===== config.mk =====
export PLATFORM = sky130hd
export DESIGN_NAME = score_bcd_sequencer
export DESIGN_NICKNAME = d
export VERILOG_FILES = /design/src/rtl/score_bcd_sequencer.sv
export SDC_FILE = /design/constraint.sdc
export NUM_CORES = 1
export LEC_CHECK = 0
export BUFFER_PORTS_ARGS = -buffer_cell sky130_fd_sc_hd__buf_2
export CORE_MARGIN = 4
export CORE_UTILIZATION = 55
export DETAILED_ROUTE_END_ITERATION = 7
export GPL_TIMING_DRIVEN = 0
export PLACE_DENSITY = 0.83
export SYNTH_ARGS = -nofsm -noshare
export SYNTH_HDL_FRONTEND = slang
export SYNTH_SLANG_ARGS = --single-unit

===== constraint.sdc =====
create_clock -name clk -period 3.8 [get_ports clk]
set_clock_uncertainty 0.1 [all_clocks]
set_input_delay 0.19 -clock clk [delete_from_list [all_inputs] [get_ports clk]]
set_output_delay 0.19 -clock clk [all_outputs]
set_load 0.005 [all_outputs]

===== src/rtl/score_bcd_sequencer.sv =====
// Converts an unsigned binary score into nine BCD digits by double-dabble and
// publishes the result to the display only on a start-of-frame pulse.
module score_bcd_sequencer #(
    parameter int VALUE_W    = 30,
    parameter int LEAD_BLANK = 1
) (
    input  logic               clk,
    input  logic               resetN,
    input  logic               startOfFrame,
    input  logic               valueValid,
    input  logic [VALUE_W-1:0] value,
    output logic               busy,
    output logic [3:0]         digit1,
    output logic [3:0]         digit2,
    output logic [3:0]         digit3,
    output logic [3:0]         digit4,
    output logic [3:0]         digit5,
    output logic [3:0]         digit6,
    output logic [3:0]         digit7,
    output logic [3:0]         digit8,
    output logic [3:0]         digit9,
    output logic [8:0]         digitEnN,
    output logic               overflow
);
    localparam int CNT_W = $clog2(VALUE_W + 1);
    localparam int CMP_W = (VALUE_W > 30) ? VALUE_W : 30;
    localparam logic [CMP_W-1:0] MAX_SCORE = CMP_W'(999999999);
    localparam logic [8:0] EN_RESET = (LEAD_BLANK != 0) ? 9'h001 : 9'h1FF;

    typedef enum logic [2:0] {IDLE, LOAD, SHIFT, HOLD, PUBLISH} state_t;

    state_t             r_state;
    state_t             w_next;
    logic [VALUE_W-1:0] r_bin;
    logic [VALUE_W-1:0] r_pendVal;
    logic               r_pendValid;
    logic               r_ovfPend;
    logic               r_overflow;
    logic [35:0]        r_bcd;
    logic [35:0]        r_digits;
    logic [CNT_W-1:0]   r_cnt;
    logic [8:0]         r_digitEnN;
    logic [35:0]        w_bcdAdj;
    logic [8:0]         w_enN;
    logic               w_reqAny;
    logic [VALUE_W-1:0] w_reqVal;

    // A request arriving in the PUBLISH cycle is newer than any stored one.
    assign w_reqAny = valueValid | r_pendValid;
    assign w_reqVal = valueValid ? value : r_pendVal;

    always_ff @(posedge clk or negedge resetN) begin
        if (!resetN) r_state <= IDLE;
        else         r_state <= w_next;
    end

    always_comb begin
        w_next = r_state;
        case (r_state)
            IDLE:    if (valueValid) w_next = LOAD;
            LOAD:    w_next = SHIFT;
            SHIFT:   if (r_cnt == CNT_W'(1)) w_next = HOLD;
            HOLD:    if (startOfFrame) w_next = PUBLISH;
            PUBLISH: w_next = w_reqAny ? LOAD : IDLE;
            default: w_next = IDLE;
        endcase
    end

    always_comb begin
        busy = (r_state != IDLE) || r_pendValid;
    end

    always_comb begin
        w_bcdAdj = r_bcd;
        for (int i = 0; i < 9; i++) begin
            if (r_bcd[4*i +: 4] >= 4'd5) w_bcdAdj[4*i +: 4] = r_bcd[4*i +: 4] + 4'd3;
        end
    end

    // A digit stays lit when any more-significant digit is non-zero.
    always_comb begin
        w_enN = 9'h1FF;
        if (LEAD_BLANK != 0) begin
            for (int i = 1; i < 9; i++) w_enN[i] = |(r_bcd >> (4*i));
        end
    end

    always_ff @(posedge clk or negedge resetN) begin
        if (!resetN) begin
            r_bin       <= '0;
            r_pendVal   <= '0;
            r_pendValid <= 1'b0;
            r_ovfPend   <= 1'b0;
            r_overflow  <= 1'b0;
            r_bcd       <= '0;
            r_digits    <= '0;
            r_cnt       <= '0;
            r_digitEnN  <= EN_RESET;
        end else begin
            if (r_state != IDLE && valueValid) begin
                r_pendVal   <= value;
                r_pendValid <= 1'b1;
            end
            case (r_state)
                IDLE: if (valueValid) r_bin <= value;
                LOAD: begin
                    if (CMP_W'(r_bin) > MAX_SCORE) begin
                        r_bin     <= VALUE_W'(MAX_SCORE);
                        r_ovfPend <= 1'b1;
                    end else begin
                        r_ovfPend <= 1'b0;
                    end
                    r_bcd <= '0;
                    r_cnt <= CNT_W'(VALUE_W);
                end
                SHIFT: begin
                    {r_bcd, r_bin} <= {w_bcdAdj, r_bin} << 1;
                    r_cnt          <= r_cnt - CNT_W'(1);
                end
                PUBLISH: begin
                    r_digits   <= r_bcd;
                    r_digitEnN <= w_enN;
                    r_overflow <= r_ovfPend;
                    if (w_reqAny) begin
                        r_bin       <= w_reqVal;
                        r_pendValid <= 1'b0;
                    end
                end
                default: ;
            endcase
        end
    end

    assign digit1   = r_digits[3:0];
    assign digit2   = r_digits[7:4];
    assign digit3   = r_digits[11:8];
    assign digit4   = r_digits[15:12];
    assign digit5   = r_digits[19:16];
    assign digit6   = r_digits[23:20];
    assign digit7   = r_digits[27:24];
    assign digit8   = r_digits[31:28];
    assign digit9   = r_digits[35:32];
    assign digitEnN = r_digitEnN;
    assign overflow = r_overflow;
endmodule


## After elaboration in Yosys (flattened, before gate mapping)

Index checks and enable logic that the tools add are counted.

- Flip-flop bits (word level): 151
- Output and inout port bits: 47
- Bits of input ports: 34

- Muxes and demuxes: 25
- Add/sub/neg operators: 10
- Equal/unequal tests: 10
- Bitwise logic cells: 1
- Reduce and logical (&&, ||, !) cells: 16
- Magnitude comparators: 10

Operators with widths:

| cell | count |
|---|---|
| $mux 30 | 4 |
| $pmux 30 s4 | 1 |
| $pmux 36 s2 | 1 |
| $ge 4x3->1 const B | 9 |
| $add 4x2->4 const B | 8 |
| $mux 4 | 8 |
| $reduce_or 32->1 | 1 |
| $gt 30x30->1 const B | 1 |
| $reduce_or 28->1 | 1 |
| $reduce_or 24->1 | 1 |
| $reduce_or 20->1 | 1 |
| $reduce_or 16->1 | 1 |
| $pmux 3 s5 | 1 |
| $mux 3 | 4 |
| $reduce_or 12->1 | 1 |
| $ne 2x2->1 const B | 5 |
| $pmux 5 s2 | 1 |
| $reduce_or 8->1 | 1 |
| $eq 3x2->1 const B | 2 |
| $eq 5x1->1 const B | 1 |
| $mux 1 | 5 |
| $sub 5x1->5 const B | 1 |
| $reduce_and 4->1 | 1 |
| $reduce_bool 4->1 | 1 |
| 11 further kinds | 11 |

## Logic depth before layout (Yosys ltp)

Gate-level depths: netlist of the first run.

- Word-level depth: 5
- Depth in mapped cells: 7

## Worst setup path after synthesis of the first run

Ideal clock, no wire load.

- Kind: register -> register
- Start: reg r_bcd[32]
- End: reg r_digitEnN[1] (netlist: digitEnN[1])
- Clock period less this slack: 2141 ps
- Data required time: 3573 ps
- Data arrival time: 1914 ps
- Path slack: 1659 ps
- Library setup time: 127 ps
- Cell stages (with the launch flop): 8
- Cell sequence: dfrtp_1 > inv_1 > ha_1 > or3b_2 > nor4_1 > and4_1 > and4_1 > a31oi_1

- Word-level cells in the longest chain between the ends: 1

Ends and longest elaborated chain:

| what | RTL line | source |
|---|---|---|
| start: declaration | 39 | `logic [35:0] r_bcd;` |
| start signal: assignment | 117 | `{r_bcd, r_bin} <= {w_bcdAdj, r_bin} << 1;` |
| $reduce_or 32->1 | 84 | `for (int i = 1; i < 9; i++) w_enN[i] = \|(r_bcd >> (4*i));` |
| end signal: assignment | 122 | `r_digitEnN <= w_enN;` |
| end: declaration | 42 | `logic [8:0] r_digitEnN;` |

Every way passes these cells.
A chain may end at the register's enable or synchronous reset.

## Worst setup path in the final report of the first run

- Start: reg r_state[2]
- End: reg r_bin[4]

- Word-level cells in the longest chain between the ends: 3

Ends and longest elaborated chain:

| what | RTL line | source |
|---|---|---|
| start: declaration | 32 | `state_t r_state;` |
| start signal: assignment | 54 | `else r_state <= w_next;` |
| $eq 3x3->1, or another cell as far along | 104 | `case (r_state)` |
| $reduce_bool 4->1 (no line) / $ne 2x2->1 (equally long branches) | -- |  |
| $reduce_and 4->1 (no line) | -- |  |
| end signal: assignment | 105 | `IDLE: if (valueValid) r_bin <= value;` |
| end signal: assignment | 108 | `r_bin <= VALUE_W'(MAX_SCORE);` |
| end signal: assignment | 117 |  |
| end: declaration | 34 | `logic [VALUE_W-1:0] r_bin;` |

Several ways; a longest one is shown, not always the timed one.

==> flow_summary.yaml, run 1 <==
placed_design:
  post-dp-hpwl_um: 11700
  portBuffers: 78
  gp_congestion: 0.842
  place_area_sq_um: 7940
setup_path:
  cp_data_arrival_time_ps: 2880
  reg2reg_to: "r_bin[4]$_DFFE_PN0P_"
  cp.required_ps: 4040
  start_kind: "flop"
  crit_end: "r_bin[4]$_DFFE_PN0P_"
  crit_type: "flop to flop"
  end_kind: "flop"
  r2r_slack_ps: 1160
  cp-startpoint: "r_state[2]$_DFFE_PN0P_"
  r2r-start: "r_state[2]$_DFFE_PN0P_"
  crit_fanout: 10
  reg2regPathDepth: 7
synthesis:
  syn_area_sq_um: 7300
  yosys_warnings: 0
  syn_nets: 695
  ys_seq_area_share_pct: 51.8
  synth_ff_type: "dfrtp_1"
  synth_seq_cells: 151
  async_reset_ff_share_pct: 100
  synth-edff-count: 0
  ys_types: 52
  syn_area_per_cell_sq_um: 11.5
  syn_inst: 633
finish:
  fill_cells: 941
  drive_above_1_share_pct: 26.4
  fin_util_pct: 68.7
  multi_input_area_sq_um: 3260
  nets: 825
  final-seq-area_sq_um: 3780
  antenna_cells: 0
  design_area_sq_um: 8810
  layout_commonest_cell: "dfrtp_1"
  mostFrequentLayoutCells: "dfrtp_1, buf_2, mux2_2, nand2_1, a21oi_1"
  synthToLayoutAreaGrowth_pct: 20.7
die:
  die_y_um: 123
  dieArea_sq_um: 15200
  die_x_um: 123
  core_area_sq_um: 12800
  io_pins: 81
  rows: 41
  initial_core_util_pct: 56.9
cts:
  cts_hold_buf: 32
  numCtsBuffers: 17
  postCtsSetupBuffers: 0
  htree_num_levels: 4
  clock_sinks: 151
  cts_max_path_buffers: 2
  clkLatencyLatePin_ps: 420
  root_buffer: "clkbuf_16"
  tritoncts: "yes"
  post_cts_resized: 0
  cts.clk_slew.worst_paths_ps: 60
timing:
  max_slew_margin_pct: 46.6
  rsz0062_at_grt: "false"
  fmax_mhz: 378
  tns_ps: 0
  hold_violations: 0
  setup_viol: 0
  timing.final.crit_share_pct: 69.6
  worst_slew_pin_slew_ps: 795
  final_max_slew_viol_count: 0
  period_needed_ps: 2640
route:
  vias: 5773
  wl_per_cell_um: 18.8
  drtPass1Iterations: 5
  ant_nets: 0
  drt-total-wl_um: 17800
  drc: 0
  viasPerCell: 6.10
  drt-initial-drc-count: 496
job:
  cap_viol_max_count: 0
global_route:
  grt_max_degree: 87
  grt_pass1_vias: 5895
  grt_overflow: 0
  grt_usage_pct: 24.9
  grt_first_pass_wirelength_um: 29400
  antenna_found_initial: 0
power_and_ir_drop:
  vdd_drop_max_mv: 0.520
  power_w: 0.00741
  power.leakage_nw: 4.11
  p_per_area_nw_per_um2: 841
min_path:
  hp-class: "input pin to async pin"
run_status:
  outcome: "finished clean"
cells in the mapped netlist, types with 14 or more instances:
library cell	count	area (sq um)
o21ai_0	24	120
nand2_1	52	195
ha_1	28	350
inv_1	24	90.1
mux2_2	71	800
dfrtp_1	151	3780
buf_2	17	85.1
a22o_1	26	228
a2bb2oi_1	17	149
clkbuf_1	14	52.6
nor2_1	21	78.8
a21oi_1	38	190
flip-flops by register name (all words and copies together) (netlist names):
register	cells
r_bcd	36
r_digits	36
r_bin	30
r_pendVal	30
digitEnN	8
r_cnt	5
r_state	3
overflow	1
r_ovfPend	1
r_pendValid	1
per-stage QoR:
step	hold slack (ps)	instances	setup WS, ps
finish	224	946	1160
global route	287	946	1020
CTS	257	946	1260
detailed placement	129	884	1280
global placement	339	883	371
floorplan	-206	633	1660
cells by family after synthesis:
kind of cell | Yosys count | synth area share (%)
multiplexers | 83 | 12.8
flip-flops | 151 | 51.8
AO/OA/AOI/OAI | 181 | 17.5
other | 1 | 0.0514
XOR/XNOR | 10 | 1.20
adder cells (fa/ha/maj) | 28 | 4.80
AND/OR/NAND/NOR | 119 | 8.25
buffers and inverters | 60 | 3.58
worst min-delay path by stage:
stage / to / slack [ps] / depth (start not counted)
finish: r_digits[9]$_DFFE_PN0P_ / 220 / 2
floorplan: digitEnN[1]$_DFFE_PN0P_ / -210 / 0
global route: r_digits[8]$_DFFE_PN0P_ / 290 / 2
detailed placement: r_digits[9]$_DFFE_PN0P_ / 130 / 1
CTS: r_digits[9]$_DFFE_PN0P_ / 260 / 2
global placement: r_pendVal[22]$_DFFE_PN0P_ / 340 / 2
cell type report:
| cell class | instances | area share [%] |
|---|---|---|
| sequential | 151 | 42.9 |
| multi-input combinational | 422 | 37.0 |
| timing repair buffer | 111 | 8.45 |
| clock buffer | 27 | 5.82 |
| tap | 172 | 2.44 |
| buffer | 36 | 1.95 |
| inverter | 24 | 1.02 |
| clock inverter | 3 | 0.454 |
worst max-delay path, cell delays in order (launching register included):
cell       delay (ps)
dfrtp_1           460
clkbuf_1          240
a21oi_1           240
nor2_1            100
o21ai_1           630
clkbuf_1          460
a21oi_1           130
a2bb2oi_1         200
power breakdown:
part | internal, W | leakage, nW | switching [W]
combinational | 0.00141 | 1.92 | 0.00175
sequential | 0.00219 | 1.91 | 0.000465
clock | 0.000979 | 0.273 | 0.000606
total | 0.00458 | 4.11 | 0.00283
per-layer routing:
metal	global-route usage, %	up-vias	wire length, um	part of all wire, %
li1	-	2582	-	-
met1	31.1	2899	7200	40
met2	42.7	252	9150	51
met3	5.08	40	1070	6.0
met4	9.41	0	382	2.1
met5	0	-	0	0
(Power assumes the default switching activity.)
==> run 2: changes to the inputs <==
- clock period: 3.8 -> 2.5 ns (I/O delays scaled with it)
==> run 2 against run 1 <==
Compared with the run above:
- sequential cell count did not move
- sequential share of layout area fell by 0.22 points
- hold slack worse by 63 ps
- count of clock-buffer cells in the layout unchanged
- wire length is 0.84% higher
- clock power grew 53%
- register-to-register slack got worse by 1100 ps
- combinational power up 55%
- largest power group unchanged
==> flow_summary.yaml, run 2 (synthesis results as in run 1) <==
setup_path:
  cp_data_arrival_time_ps: 2620
  end_kind: "flop"
  start_kind: "flop"
  crit_type: "flop to flop"
  cp.required_ps: 2700
  crit_fanout: 4
placed_design:
  portBuffers: 78
  gp_congestion: 0.842
  dp_cells: 884
  post-dp-hpwl_um: 11700
die:
  die_y_um: 123
  initial_core_util_pct: 56.9
  rows: 41
  dieArea_sq_um: 15200
  die_x_um: 123
  core_area_sq_um: 12800
  io_pins: 81
timing:
  period_needed_ps: 2420
  hold_violations: 0
  final_max_slew_viol_count: 0
  fmax_mhz: 413
  timing.final.crit_share_pct: 96.8
  tns_ps: 0
  worst_slew_pin_slew_ps: 655
  rsz0062_at_grt: "false"
  max_slew_margin_pct: 56.3
  setup_viol: 0
global_route:
  grt_overflow: 0
  grt_pass1_vias: 5883
  antenna_found_initial: 0
  grt_usage_pct: 24.9
  grt_max_degree: 87
  grt_first_pass_wirelength_um: 29500
power_and_ir_drop:
  p_seq_share_pct: 35.6
  vdd_drop_max_mv: 0.787
  clkPwrFrac_pct: 21.3
  intPower_w: 0.00702
  swShare_pct: 38.2
  p_per_area_nw_per_um2: 1280
  power_w: 0.0114
  pwr-share-comb_pct: 43.1
  power.leakage_nw: 4.14
  netSwitchingPower_w: 0.00434
finish:
  fin_cells: 948
  reg_top3: "r_bcd (36), r_digits (36)"
  nets: 827
  layout_commonest_cell: "dfrtp_1"
  antenna_cells: 0
  mostFrequentLayoutCells: "dfrtp_1, buf_2, mux2_2, nand2_1, a21oi_1"
  fill_cells: 937
  drive_above_1_share_pct: 27.4
  fin_util_pct: 69.1
  synthToLayoutAreaGrowth_pct: 21.3
route:
  drt-total-wl_um: 17900
  drt-initial-drc-count: 495
  drc: 0
  vias: 5766
  drtPass1Iterations: 5
  viasPerCell: 6.08
  wl_per_cell_um: 18.9
  ant_nets: 0
job:
  cap_viol_max_count: 0
cts:
  clock_sinks: 151
  htree_num_levels: 4
  numCtsBuffers: 17
  clkLatencyLatePin_ps: 420
  cts_max_path_buffers: 2
  tritoncts: "yes"
  root_buffer: "clkbuf_16"
  cts.clk_slew.worst_paths_ps: 60
run_status:
  outcome: "finished clean"
min_path:
  hp-class: "input pin to async pin"
run 2: cell count changes in the layout (fill, tap and decap cells not counted), moves of 2 or more:
cell / before / now
nor3b_2: 2 / 0
buf_4: 4 / 6
clkbuf_2: 0 / 3
nor3b_4: 1 / 3
clkbuf_1: 19 / 16
run 2: per-stage QoR:
stage | setup slack, ps | instance area (sq um) | hold slack, ps
after floorplan | 359 | 7300 | -271
final | 80.8 | 8860 | 161
after global routing | 12.0 | 8860 | 222
after global placement | -864 | 7900 | 274
after CTS | 82.2 | 8830 | 192
after detailed placement | -16.0 | 7940 | 63.9
run 2: critical path: stages (launching register included):
cell and delay (ps):
dfrtp_1 410, inv_1 150, ha_1 160, or3b_2 500, nor4_2 350, and4_2 330, and4_1 210, a31oi_1 90
run 2: worst paths after layout:
| kind | start | to | slack [ps] | depth (start not counted) |
|---|---|---|---|---|
| max in group asynchronous | resetN | r_digits[27]$_DFFE_PN0P_ | 1310 | 3 |
| min in group clk | valueValid | r_pendVal[29]$_DFFE_PN0P_ | 350 | 3 |
| worst max-delay path | r_bcd[32]$_DFFE_PN0P_ | digitEnN[1]$_DFFE_PN0P_ | 80 | 7 |
| worst min-delay path | resetN | r_digits[9]$_DFFE_PN0P_ | 160 | 2 |
| worst max register to register | r_bcd[32]$_DFFE_PN0P_ | digitEnN[1]$_DFFE_PN0P_ | 80 | 7 |
| worst min register to register | r_bin[0]$_DFFE_PN0P_ | r_bin[0]$_DFFE_PN0P_ | 400 | 1 |
run 2: cell type report:
type                            instances  area [sq um]  area share, %
Inverter                               24          90.1           1.02
Buffer                                 36           175           1.98
Clock buffer                           27           513           5.79
Multi-Input combinational cell        422          3280           37.1
Tap cell                              172           215           2.43
Sequential cell                       151          3780           42.7
Clock inverter                          3          40.0          0.452
Timing Repair Buffer                  113           759           8.58
run 2: repair_timing:
| action | 4_1_cts | 5_1_grt |
|---|---|---|
| gates cloned | 0 | 0 |
| endpoints found under the hold margin | 127 | 0 |
| resized for setup | 3 | 10 |
| setup endpoints to repair | 21 | 36 |
| pin swaps | 0 | 1 |
| hold buffers | 32 | 0 |
| buffers inserted | 0 | 2 |
run 2: routing by layer:
metal | GRT usage [%] | vias to the layer above | part of all wire [%]
met1 | 31.1 | 2921 | 41
li1 | - | 2585 | -
met5 | 0 | - | 0
met3 | 5.08 | 36 | 5.5
met2 | 42.8 | 224 | 52
met4 | 9.41 | 0 | 1.9
run 2: power groups by stage:
stage               Clock [W]  Sequential (W)  Combinational, W
floorplan                   0         0.00384           0.00344
global placement            0         0.00395           0.00443
CTS                   0.00244         0.00400           0.00479
finish                0.00241         0.00405           0.00490
detailed placement          0         0.00402           0.00466
global route          0.00255         0.00413           0.00535
==> run 3: changes to the inputs <==
- BUFFER_PORTS_ARGS: -buffer_cell sky130_fd_sc_hd__buf_2 -> unset
- CTS_BUF_LIST: unset -> sky130_fd_sc_hd__clkbuf_16
- DONT_BUFFER_PORTS: unset -> 1
- PLACE_DENSITY: 0.83 -> 0.77
==> run 3 against run 2 <==
Compared with the run above:
- the run now ends with negative hold slack left
- first-iteration DRC count is 5.1% lower
- worst setup slack better by 71 ps
- critical endpoint is now r_bin[15]$_DFFE_PN0P_
- sequential share of layout area up 2.3 points
- wire length shrank 3.6%
- register-to-register slack better by 70 ps
- highest routed layer unchanged
- largest cell class unchanged
- largest power group unchanged
- critical path depth unchanged
- sequential cell count did not move
==> flow_summary.yaml, run 3 (synthesis results as in run 1) <==
setup_path:
  worstPathCellList: "clkbuf_2 > a21oi_1 > nor2_1 > o21ai_2 > clkbuf_1 > a21oi_1 > a2bb2oi_1"
  cp.required_ps: 2740
  crit_fanout: 10
  max_stage_delay_ps: 480
  cp_data_arrival_time_ps: 2590
  cp_slowest_cell: "dfrtp_1"
  end_kind: "flop"
  cp_common_cell: "a21oi_1"
  crit_type: "flop to flop"
  critical_path.top_delay_family: "compound AO/OA/AOI/OAI gates"
  start_kind: "flop"
  critPathBufInv: 2
power_and_ir_drop:
  vdd_drop_max_mv: 0.949
  power_w: 0.0109
  power.leakage_nw: 3.77
  p_per_area_nw_per_um2: 1300
timing:
  max_slew_margin_pct: 58.1
  final.setup.worst_slack_ps: 152
  timing.final.crit_share_pct: 93.9
  worst_slew_pin_slew_ps: 629
  final_max_slew_viol_count: 0
  period_needed_ps: 2350
  fin_hold_ws_ps: -702
  tns_ps: 0
  rsz0062_at_grt: "false"
  hold_violations: 151
  fmax_mhz: 426
  setup_viol: 0
finish:
  nets: 749
  synthToLayoutAreaGrowth_pct: 15.1
  drive_above_1_share_pct: 18.6
  antenna_cells: 0
  design_area_sq_um: 8400
  reg_top3: "r_bcd (36), r_digits (36)"
  mostFrequentLayoutCells: "dfrtp_1, mux2_2, nand2_1, a21oi_1, dlygate4sd3_1"
  layout_commonest_cell: "dfrtp_1"
cts:
  clock_sinks: 151
  root_buffer: "clkbuf_16"
  tritoncts: "yes"
  numCtsBuffers: 17
  cts_max_path_buffers: 2
  htree_num_levels: 4
  cts.clk_slew.worst_paths_ps: 60
  cts_hold_buf: 31
  clkLatencyLatePin_ps: 420
run_status:
  outcome: "finished, violations left"
  violations: "negative hold slack"
global_route:
  grt_overflow: 0
  grt_usage_pct: 23.4
  use_met2_pct: 40.0
  grtUsageMet3_pct: 6.04
  grt_use_met1_pct: 28.6
  grt_max_degree: 152
  antenna_found_initial: 0
  grt_first_pass_wirelength_um: 27600
  grt_pass1_vias: 5550
  grt-busiest-layer: "met2"
placed_design:
  place_area_sq_um: 7510
  post-dp-hpwl_um: 11500
  portBuffers: 0
  pre_cts_slack_ps: -58.4
  gp_congestion: 0.850
route:
  wl_per_cell_um: 19.9
  drc: 0
  vias: 5330
  viasPerCell: 6.12
  drtPass1Iterations: 7
  drt-total-wl_um: 17300
  ant_nets: 0
  drt-initial-drc-count: 470
die:
  core_area_sq_um: 12800
  rows: 41
  dieArea_sq_um: 15200
  io_pins: 81
  initial_core_util_pct: 56.9
  die_y_um: 123
  die_x_um: 123
min_path:
  hp-class: "input pin to async pin"
job:
  cap_viol_max_count: 0
## run 3: changes by cell type in the layout (fill, tap and decap cells not counted), sizes merged
cell	previous run	this run
buf	103	26
inv	24	31
clkinv	2	6
clkbuf	41	31
dlygate4sd3	32	31
## run 3: path summary, 6_finish.rpt
kind / from / endpoint / slack (ps) / cells after the start
setup / recovery: r_state[2]$_DFFE_PN0P_ / r_bin[15]$_DFFE_PN0P_ / 150 / 7
hold / removal: resetN / r_digits[10]$_DFFE_PN0P_ / -700 / 0
setup reg to reg: r_state[2]$_DFFE_PN0P_ / r_bin[15]$_DFFE_PN0P_ / 150 / 7
hold reg to reg: r_bin[0]$_DFFE_PN0P_ / r_bin[0]$_DFFE_PN0P_ / 390 / 1
max in group asynchronous: resetN / r_bin[3]$_DFFE_PN0P_ / 2770 / 0
min in group clk: value[0] / r_bin[0]$_DFFE_PN0P_ / 30 / 3
## run 3: worst reg2reg max path, delay by kind of cell, from the launching register on
family / cells / cell delay, ps
AOI/OAI and AO/OA: 4 / 910
buffers and inverters: 2 / 680
DFF: 1 / 480
and+or+nand+nor: 1 / 100
## run 3: power by group
group	switching, W	internal, W	leakage [nW]
Combinational	0.00255	0.00208	1.58
Sequential	0.000732	0.00333	1.91
Clock	0.000932	0.00132	0.275
## run 3: layout make-up
cell class,count,area [sq um]
clock inverters,14,81.3
fillers,983,4430
clock buffers,17,425
plain buffers,36,173
well taps,172,215
repair buffers,35,340
multi-input cells,422,3290
inverters,24,90.1
flip-flops and latches,151,3780
## run 3: through the flow
stage                     utilization, %  cells
after floorplan                        -    633
after global placement              58.6    805
after detailed placement            58.6    805
after CTS                           65.1    867
after global routing                65.5    871
final                               65.5    871
## run 3: repair_timing
| item | 4_1_cts | 5_1_grt |
|---|---|---|
| resized for setup | 3 | 9 |
| setup buffers | 0 | 4 |
| pin swaps | 0 | 1 |
| setup endpoints to repair | 20 | 45 |
| hold endpoints to repair | 214 | 151 |
## run 3: per-layer routing
metal	up-vias	part of all wire (%)
met5	-	0
met4	0	2.4
met3	37	5.5
met2	183	51
met1	2679	41
li1	2431	-
